===== config.mk =====
export PLATFORM = sky130hd
export DESIGN_NAME = game_state_nxn
export DESIGN_NICKNAME = d
export VERILOG_FILES = /design/src/rtl/game_pkg.sv /design/src/rtl/gs_line_extract.sv /design/src/rtl/game_state_nxn.sv
export SDC_FILE = /design/constraint.sdc
export NUM_CORES = 1
export LEC_CHECK = 0
export BUFFER_PORTS_ARGS = -buffer_cell sky130_fd_sc_hd__buf_2
export CORE_MARGIN = 2
export CORE_UTILIZATION = 55
export CTS_CLUSTER_SIZE = 16
export DETAILED_ROUTE_END_ITERATION = 8
export GPL_TIMING_DRIVEN = 0
export PLACE_DENSITY = 0.79
export SYNTH_ARGS = -nofsm -noshare
export SYNTH_HDL_FRONTEND = slang
export SYNTH_HIERARCHICAL = 1
export SYNTH_SLANG_ARGS = --single-unit

===== constraint.sdc =====
create_clock -name clk_i -period 3.3 [get_ports clk_i]
set_clock_uncertainty 0.1 [all_clocks]
set_input_delay 0 -clock clk_i [delete_from_list [all_inputs] [get_ports clk_i]]
set_output_delay 0 -clock clk_i [all_outputs]
set_load 0.005 [all_outputs]

===== src/rtl/game_pkg.sv =====
// Shared constants and types for the N x N game-state engine.
package game_pkg;

  localparam logic [1:0] ST_PLAY = 2'b00;
  localparam logic [1:0] ST_XWIN = 2'b01;
  localparam logic [1:0] ST_OWIN = 2'b10;
  localparam logic [1:0] ST_DRAW = 2'b11;

  localparam logic [1:0] ERR_OVER  = 2'b00;
  localparam logic [1:0] ERR_RANGE = 2'b01;
  localparam logic [1:0] ERR_TURN  = 2'b10;
  localparam logic [1:0] ERR_OCC   = 2'b11;

  localparam logic PLAYER_X = 1'b1;
  localparam logic PLAYER_O = 1'b0;

  typedef enum logic [2:0] {
    S_IDLE,
    S_CHK_ROW,
    S_CHK_COL,
    S_CHK_DIAG,
    S_CHK_ANTI
  } state_e;

  typedef enum logic [1:0] {
    LN_ROW,
    LN_COL,
    LN_DIAG,
    LN_ANTI
  } line_e;

endpackage


===== src/rtl/gs_line_extract.sv =====
// Combinational selector returning one row, column or diagonal of a board.
module gs_line_extract
  import game_pkg::*;
#(
  parameter int unsigned N     = 3,
  parameter int unsigned IDX_W = $clog2(N)
) (
  input  logic [N*N-1:0] board_i,
  input  line_e          line_i,
  input  logic [IDX_W-1:0] idx_i,
  output logic [N-1:0]   line_o
);

  logic [N-1:0] rows [N];
  logic [N-1:0] cols [N];
  logic [N-1:0] diag;
  logic [N-1:0] anti;

  // Reshape the flat board so every line is a constant-index slice.
  for (genvar r = 0; r < N; r++) begin : g_r
    for (genvar c = 0; c < N; c++) begin : g_c
      assign rows[r][c] = board_i[r*N+c];
      assign cols[c][r] = board_i[r*N+c];
    end
    assign diag[r] = board_i[r*N+r];
    assign anti[r] = board_i[r*N+(N-1-r)];
  end

  always_comb begin
    line_o = '0;
    case (line_i)
      LN_ROW:  line_o = rows[idx_i];
      LN_COL:  line_o = cols[idx_i];
      LN_DIAG: line_o = diag;
      LN_ANTI: line_o = anti;
      default: line_o = '0;
    endcase
  end

endmodule


===== src/rtl/game_state_nxn.sv =====
// N x N two-player game-state engine: move legality, board update and a
// four-cycle win/draw scan of the lines through the placed cell.
module game_state_nxn
  import game_pkg::*;
#(
  parameter int unsigned N            = 3,
  parameter bit          FIRST_PLAYER = 1'b1,
  parameter int unsigned IDX_W        = $clog2(N)
) (
  input  logic                       clk_i,
  input  logic                       rst_i,
  input  logic                       move_i,
  output logic                       ready_o,
  input  logic                       player_i,
  input  logic [IDX_W-1:0]           row_i,
  input  logic [IDX_W-1:0]           col_i,
  output logic [N*N-1:0]             x_state_o,
  output logic [N*N-1:0]             o_state_o,
  output logic [1:0]                 game_status_o,
  output logic                       turn_o,
  output logic [$clog2(N*N+1)-1:0]   move_count_o,
  output logic                       move_done_o,
  output logic                       move_err_o,
  output logic [1:0]                 err_code_o
);

  localparam int unsigned CELLS = N * N;
  localparam int unsigned CNT_W = $clog2(N * N + 1);
  localparam int unsigned XW    = IDX_W + 1;

  state_e           state_q, state_d;
  logic [CELLS-1:0] x_q, x_d, o_q, o_d;
  logic [1:0]       status_q, status_d;
  logic             turn_q, turn_d;
  logic [CNT_W-1:0] cnt_q, cnt_d;
  logic             done_q, done_d, err_q, err_d;
  logic [1:0]       code_q, code_d;
  logic [IDX_W-1:0] row_q, row_d, col_q, col_d;
  logic             plr_q, plr_d, hit_q, hit_d;

  logic [CELLS-1:0] take_mask;
  logic             range_bad, occupied, on_diag, on_anti, line_full, final_hit;
  line_e            line_sel;
  logic [IDX_W-1:0] line_idx;
  logic [N-1:0]     line_bits;

  for (genvar r = 0; r < N; r++) begin : g_mr
    for (genvar c = 0; c < N; c++) begin : g_mc
      assign take_mask[r*N+c] = (row_i == IDX_W'(r)) && (col_i == IDX_W'(c));
    end
  end

  assign range_bad = ({1'b0, row_i} >= XW'(N)) || ({1'b0, col_i} >= XW'(N));
  assign occupied  = |(take_mask & (x_q | o_q));
  assign on_diag   = (row_q == col_q);
  assign on_anti   = (({1'b0, row_q} + {1'b0, col_q}) == XW'(N - 1));

  // Line selection follows the check state; the column check uses col_q.
  always_comb begin
    line_sel = LN_ROW;
    line_idx = row_q;
    case (state_q)
      S_CHK_COL:  begin line_sel = LN_COL; line_idx = col_q; end
      S_CHK_DIAG: line_sel = LN_DIAG;
      S_CHK_ANTI: line_sel = LN_ANTI;
      default:    line_sel = LN_ROW;
    endcase
  end

  gs_line_extract #(.N(N), .IDX_W(IDX_W)) u_line (
    .board_i (plr_q ? x_q : o_q),
    .line_i  (line_sel),
    .idx_i   (line_idx),
    .line_o  (line_bits)
  );

  assign line_full = &line_bits;
  assign final_hit = hit_q | (line_full & on_anti);

  always_comb begin
    state_d  = state_q;
    x_d      = x_q;
    o_d      = o_q;
    status_d = status_q;
    turn_d   = turn_q;
    cnt_d    = cnt_q;
    done_d   = 1'b0;
    err_d    = 1'b0;
    code_d   = code_q;
    row_d    = row_q;
    col_d    = col_q;
    plr_d    = plr_q;
    hit_d    = hit_q;
    case (state_q)
      S_IDLE: begin
        if (move_i) begin
          if (status_q != ST_PLAY) begin
            err_d = 1'b1; code_d = ERR_OVER;
          end else if (range_bad) begin
            err_d = 1'b1; code_d = ERR_RANGE;
          end else if (player_i != turn_q) begin
            err_d = 1'b1; code_d = ERR_TURN;
          end else if (occupied) begin
            err_d = 1'b1; code_d = ERR_OCC;
          end else begin
            if (player_i == PLAYER_X) x_d = x_q | take_mask;
            else                      o_d = o_q | take_mask;
            cnt_d   = cnt_q + CNT_W'(1);
            row_d   = row_i;
            col_d   = col_i;
            plr_d   = player_i;
            hit_d   = 1'b0;
            state_d = S_CHK_ROW;
          end
        end
      end
      S_CHK_ROW: begin
        hit_d   = hit_q | line_full;
        state_d = S_CHK_COL;
      end
      S_CHK_COL: begin
        hit_d   = hit_q | line_full;
        state_d = S_CHK_DIAG;
      end
      S_CHK_DIAG: begin
        hit_d   = hit_q | (line_full & on_diag);
        state_d = S_CHK_ANTI;
      end
      S_CHK_ANTI: begin
        // A win on the last free cell takes precedence over a draw.
        if (final_hit)                      status_d = plr_q ? ST_XWIN : ST_OWIN;
        else if (cnt_q == CNT_W'(CELLS))    status_d = ST_DRAW;
        hit_d   = final_hit;
        turn_d  = ~turn_q;
        done_d  = 1'b1;
        state_d = S_IDLE;
      end
      default: state_d = S_IDLE;
    endcase
  end

  always_ff @(posedge clk_i) begin
    if (rst_i) begin
      state_q  <= S_IDLE;
      x_q      <= '0;
      o_q      <= '0;
      status_q <= ST_PLAY;
      turn_q   <= FIRST_PLAYER;
      cnt_q    <= '0;
      done_q   <= 1'b0;
      err_q    <= 1'b0;
      code_q   <= ERR_OVER;
      row_q    <= '0;
      col_q    <= '0;
      plr_q    <= 1'b0;
      hit_q    <= 1'b0;
    end else begin
      state_q  <= state_d;
      x_q      <= x_d;
      o_q      <= o_d;
      status_q <= status_d;
      turn_q   <= turn_d;
      cnt_q    <= cnt_d;
      done_q   <= done_d;
      err_q    <= err_d;
      code_q   <= code_d;
      row_q    <= row_d;
      col_q    <= col_d;
      plr_q    <= plr_d;
      hit_q    <= hit_d;
    end
  end

  assign ready_o       = (state_q == S_IDLE);
  assign x_state_o     = x_q;
  assign o_state_o     = o_q;
  assign game_status_o = status_q;
  assign turn_o        = turn_q;
  assign move_count_o  = cnt_q;
  assign move_done_o   = done_q;
  assign move_err_o    = err_q;
  assign err_code_o    = code_q;

endmodule

Yosys cells after proc, flatten, opt, wreduce, memory -nomap -nowiden
Cells that the tools add are included.

Logic and storage cells: 119. Output and inout bits: 30. Bits of input ports: 8. Flip-flop bits (word level): 38.

$lt $le $gt $ge: 3. Reductions and logical operators: 29. Multiplexer cells: 34. Equal/unequal tests: 20. Bitwise logic cells: 18. Add/sub/neg operators: 2.

Operator list (count): two-way mux 3 bit (9); OR 9 bit (3); one-hot mux 3 bit (4 select lines) (2); two-way mux 2 bit (8); AND reduction 7 bit (2); binary-select mux 3 bit (select 2 bit) (2); AND reduction 6 bit (2); two-way mux 1 bit (10); != test 2 bit (second input constant) (5); bitwise AND 9 bit (1); equality test 3 x 2 -> 1 bit (second input constant) (3); logical AND 1 bit (9); two-way mux 9 bit (1); OR reduction 9 bit (1); equality test 2 bit (second input constant) (4); inverter 1 bit (8); nonzero test 4 bit (2); equality test 2 x 1 -> 1 bit (second input constant) (3); logical NOT 2 bit (3); one-hot mux 2 bit (3 select lines) (1); AND reduction 3 bit (2); AND reduction 5 bit (1); adder 4 x 1 -> 4 bit (second input constant) (1); equality test 4 bit (second input constant) (1); 17 further kinds (22).

Longest topological paths before layout
Depth after elaboration: 12. Gate-level depth with buffers: 13. Gate-level depth less buffers: 11.

By module
The synthesis kept the hierarchy.

Modules (own cells, without submodules): game_state_nxn (seq. area each 760.7 um^2, instances 1, cells each 221, area an instance 1944.4 um^2); gs_line_extract (seq. area each 0.0 um^2, instances 1, cells each 29, area an instance 217.7 um^2).

Least setup slack after synthesis
No wires, ideal clock.

Path kind: register to register. From: register state_q[1]. To: register status_q[1] (netlist: game_status_o[1]). Arrival time: 2.611 ns. Setup time: 0.115 ns. Stages on the path, launching flop included: 14. Period minus slack after synthesis: 2.826 ns. Path slack: 0.474 ns. Path buffers: 2. Data required time: 3.085 ns. Cell sequence: dfxtp_1 > clkbuf_1 > inv_1 > nor3_1 > mux2_2 > buf_6 > mux2i_1 > or2_0 > a32oi_1 > nand3_1 > nor4b_1 > o21bai_1 > o21a_1 > o21a_1.

Word-level cells in the longest chain between the ends: 12. Elaborated cells between the ends (all ways): 23. Those cells by class: 6 x eq/ne; 10 x mux; 3 x bitwise; 4 x reduce/logical.

RTL lines: from (decl) (RTL line game_state_nxn.sv:31) `state_e state_q, state_d;`; from (signal assigned) (RTL line game_state_nxn.sv:158) `state_q <= state_d;`; equality test 3 x 2 -> 1 bit * (RTL line game_state_nxn.sv:62) `case (state_q)`; two-way mux 2 bit * (RTL line game_state_nxn.sv:62); via line_idx[0] (RTL line game_state_nxn.sv:44) `logic [IDX_W-1:0] line_idx;`; inverter 2 -> 3 bit (not written as such) * (RTL line gs_line_extract.sv:32, gs_line_extract.sv:33); binary-select mux 3 bit (select 2 bit), on equally long branches (RTL line gs_line_extract.sv:33, gs_line_extract.sv:32); two-way mux 3 bit, on equally long branches (2 in series) (RTL line gs_line_extract.sv:33, gs_line_extract.sv:32); one-hot mux 3 bit (4 select lines) * (RTL line gs_line_extract.sv:31) `case (line_i)`; via line_bits[0] (RTL line game_state_nxn.sv:45) `logic [N-1:0] line_bits;`; AND reduction 3 bit * (RTL line game_state_nxn.sv:77) `assign line_full = &line_bits;`; bitwise AND 1 bit * (RTL line game_state_nxn.sv:78) `assign final_hit = hit_q | (line_full & on_anti);`; OR 1 bit * (RTL line game_state_nxn.sv:78); nonzero test 2 bit (no source line); AND reduction 2 bit (no source line); to (signal assigned) (RTL line game_state_nxn.sv:161) `status_q <= status_d;`; to (decl) (RTL line game_state_nxn.sv:33) `logic [1:0] status_q, status_d;`.

Mark *: on every way through the listed nets, which the timed path passes. The rest lies on a longest branch. The select of a mux whose other input is x is not followed. A chain may end at the register's enable or synchronous reset.

Final worst setup path
Ends and elaborated chain as after synthesis.

==> flow_metrics.env <==
export IMPL_outcome="finished, final reports clean"
export IMPL_setup_violations=0
export IMPL_cts_buffers=5
export IMPL_endpoint_kind="flop"
export IMPL_syn_avg_cell_area_um2=8.65
export IMPL_drt_antenna_violating_nets=0
export IMPL_io_buffer_count=37
export IMPL_diodes=0
export IMPL_syn_cell_area_um2=2160
export IMPL_cts_sinks=38
export IMPL_final_util=0.689
export IMPL_holdWs_ns=0.00796
export IMPL_synth_most_common_cell="dfxtp_1"
export IMPL_place_hpwl_mm=3.82
export IMPL_grtUsageMet3=0.0541
export IMPL_path_clk_slew_ns=0.07
export IMPL_min_to="row_q[0]"
export IMPL_first_pass_iters=4
export IMPL_worst_slew_pin_transition_ns=0.818
export IMPL_grt_overflow_total=0
export IMPL_slew_headroom=0.449
export IMPL_drive_above_1_share=0.223
export IMPL_synth_seq_area_share=0.352
export IMPL_clk_latency_ns=0.30
export IMPL_synth_common_cells="38 x dfxtp_1, 29 x nor2_1, 27 x nand2_1"
export IMPL_critPathRequiredTime_ns=3.39
export IMPL_grt_usage=0.267
export IMPL_fin_setup_tns_ns=0
export IMPL_fmax_ghz=0.326
export IMPL_grt_setup_unrepaired="no"
export IMPL_yosys_warnings=6
export IMPL_num_io_pins=38
export IMPL_synth_area_top_cells="dfxtp_1 35%, nor2_1 5.0%, nand2_1 4.7%"
export IMPL_async_reset_ff_frac=0
export IMPL_period_needed_ns=3.06
export IMPL_yosysUniqueCellTypes=53
export IMPL_grt_pass1_wl_mm=8.83
export IMPL_ys_ff_latch=38
export IMPL_min_path_type="primary input to flop"
export IMPL_start_kind="flop"
export IMPL_power_total_mw=0.940
export IMPL_netlist_area_leader_share=0.352
export IMPL_drv_cap=0
export IMPL_core_area_um2=3720
export IMPL_area_growth_syn_to_layout_pct=18.3
export IMPL_root_buffer="clkbuf_8"
export IMPL_synthXorXnorAreaFrac=0.0122
export IMPL_grtUsageMet1=0.353
export IMPL_reg2reg_slack_ns=0.24
export IMPL_synthAdderAreaFrac=0.0382
export IMPL_synth_top_family_by_area="simple AND/OR/NAND/NOR gates"
export IMPL_routed_wl_mm=5.35
export IMPL_fp_dieH_um=66.7
export IMPL_gp_congestion=0.822
export IMPL_ctsHtreeMaxLevel=2
export IMPL_p_leak_nw=1.07
export IMPL_grt_pass1_vias=1839
export IMPL_ys_flop_type="dfxtp_1"
export IMPL_rr_worst_depth=12
export IMPL_wl_per_cell_um=15.4
export IMPL_cts_path_max_buffers=2
export IMPL_syn_num_nets=264
export IMPL_fin_nets=313
export IMPL_arrival_ns=3.16
export IMPL_grt_util_met2=0.429
export IMPL_final_cell_count_no_fill=348
export IMPL_grt_max_degree=12
export IMPL_critPathKind="flop to flop"
export IMPL_yosysTopAreaCell="dfxtp_1"
export IMPL_worstPathMaxFanout=9
export IMPL_synth_area_mux_share=0.101
export IMPL_synth_edf_count=0
export IMPL_drc=0
export IMPL_synth_compound_area_frac=0.176
export IMPL_vias=1994
export IMPL_dieArea_um2=4450
export IMPL_r2r_end="game_status_o[1]"
export IMPL_row_count=22
export IMPL_antenna_found_initial=0
export IMPL_cts_tree="built"
export IMPL_synth_simple_gate_area_share=0.254
export IMPL_vias_per_cell=5.73
export IMPL_dpl_cell_count=335
export IMPL_hp_start="row_i[0]"
export IMPL_initial_core_util=0.582
export IMPL_holdPathStages=4
export IMPL_r2r_start="state_q[1]"
export IMPL_drt_iter0_drc=108
export IMPL_power_density_nw_per_um2=367
export IMPL_vdd_drop_max_mv=0.300
export IMPL_min_period_over_period=0.929
export IMPL_final_hold_viol_count=0
export IMPL_die_width_um=66.7
export IMPL_slew_viol_final=0
export IMPL_syn_inst=250
export IMPL_top_usage_layer="met2"
-- placed cells by master (no fill, tap or decap), drive strengths merged, types with 2 or more instances in the layout --
| cell | count |
|---|---|
| nor3 | 9 |
| clkbuf | 18 |
| nor4 | 2 |
| a21oi | 8 |
| dfxtp | 38 |
| or4bb | 3 |
| nand2 | 27 |
| or2 | 2 |
| or4b | 4 |
| o21ai | 9 |
| mux2 | 10 |
| buf | 41 |
| inv | 13 |
| nand3 | 8 |
| dlygate4sd3 | 6 |
| o211ai | 3 |
| o21a | 3 |
| nand3b | 7 |
| o22ai | 6 |
| o2bb2ai | 9 |
| a31oi | 3 |
| mux2i | 8 |
| or4 | 3 |
| ha | 5 |
| clkinv | 2 |
| nor2b | 5 |
| xnor2 | 3 |
| nor2 | 29 |
-- critical path: stages (launching register included) --
cell and delay (ns):
dfxtp_1 0.49, inv_1 0.09, nor3_1 0.30, mux2_2 0.39, buf_6 0.14, mux2i_1 0.11, or2_0 0.22, a32oi_1 0.21
nand3_1 0.13, nor4b_1 0.36, o21bai_2 0.15, o21a_1 0.13, o21a_1 0.15
-- kinds of logic after synthesis --
logic type / count (synthesis)
mux: 19
xor+xnor: 3
compound gates: 51
flops: 38
buf+inv: 30
simple gates: 103
fa+ha+maj: 6
-- state kept, by name (all words and copies together) (netlist names), 2 cells and up --
register       cells
err_code_o         2
o_state_o          9
row_q              2
state_q            3
col_q              2
game_status_o      2
move_count_o       4
x_state_o          9
-- metal layers --
metal / vias to the layer above / share of wire
met4: 0 / 0.016
met2: 52 / 0.47
li1: 1004 / -
met3: 8 / 0.062
met5: - / 0
met1: 930 / 0.45
-- report_power, final --
group | total (mW) | switching, mW | leakage (nW) | internal, mW
registers | 0.477 | 0.00872 | 0.307 | 0.468
logic | 0.129 | 0.0740 | 0.716 | 0.0546
clock network | 0.334 | 0.165 | 0.0482 | 0.169
-- worst max path at each step --
stage                from               end  cells after the start
2_1_floorplan  state_q[1]  game_status_o[1]                     13
3_3_place_gp   state_q[1]  game_status_o[1]                     13
3_5_place_dp   state_q[1]  game_status_o[1]                     13
4_1_cts        state_q[1]  game_status_o[1]                     13
5_1_grt        state_q[1]  game_status_o[1]                     12
6_report       state_q[1]  game_status_o[1]                     12
-- layout make-up --
cell class | count | area [um2]
fill | 322 | 1160
inverter | 14 | 52.6
clock buffer | 7 | 86.3
timing repair buffer | 43 | 245
multi-input combinational | 182 | 1260
buffer | 15 | 87.6
sequential | 38 | 761
tap | 48 | 60.1
clock inverter | 1 | 5.00
-- per-stage QoR --
stage | cell area (um2) | worst slack (ns)
2_1_floorplan | 2160 | 0.474
3_3_place_gp | 2410 | 0.118
3_5_place_dp | 2410 | 0.119
4_1_cts | 2560 | 0.105
5_1_grt | 2560 | 0.0116
6_report | 2560 | 0.236
-- timing repair --
action                     4_1_cts  5_1_grt
hold buffers                     6        0
resized for setup                0        1
hold endpoints to repair         5        0
setup endpoints to repair        0        3
setup buffers                    0        0
Note: power is estimated with default switching activity, not from simulation.
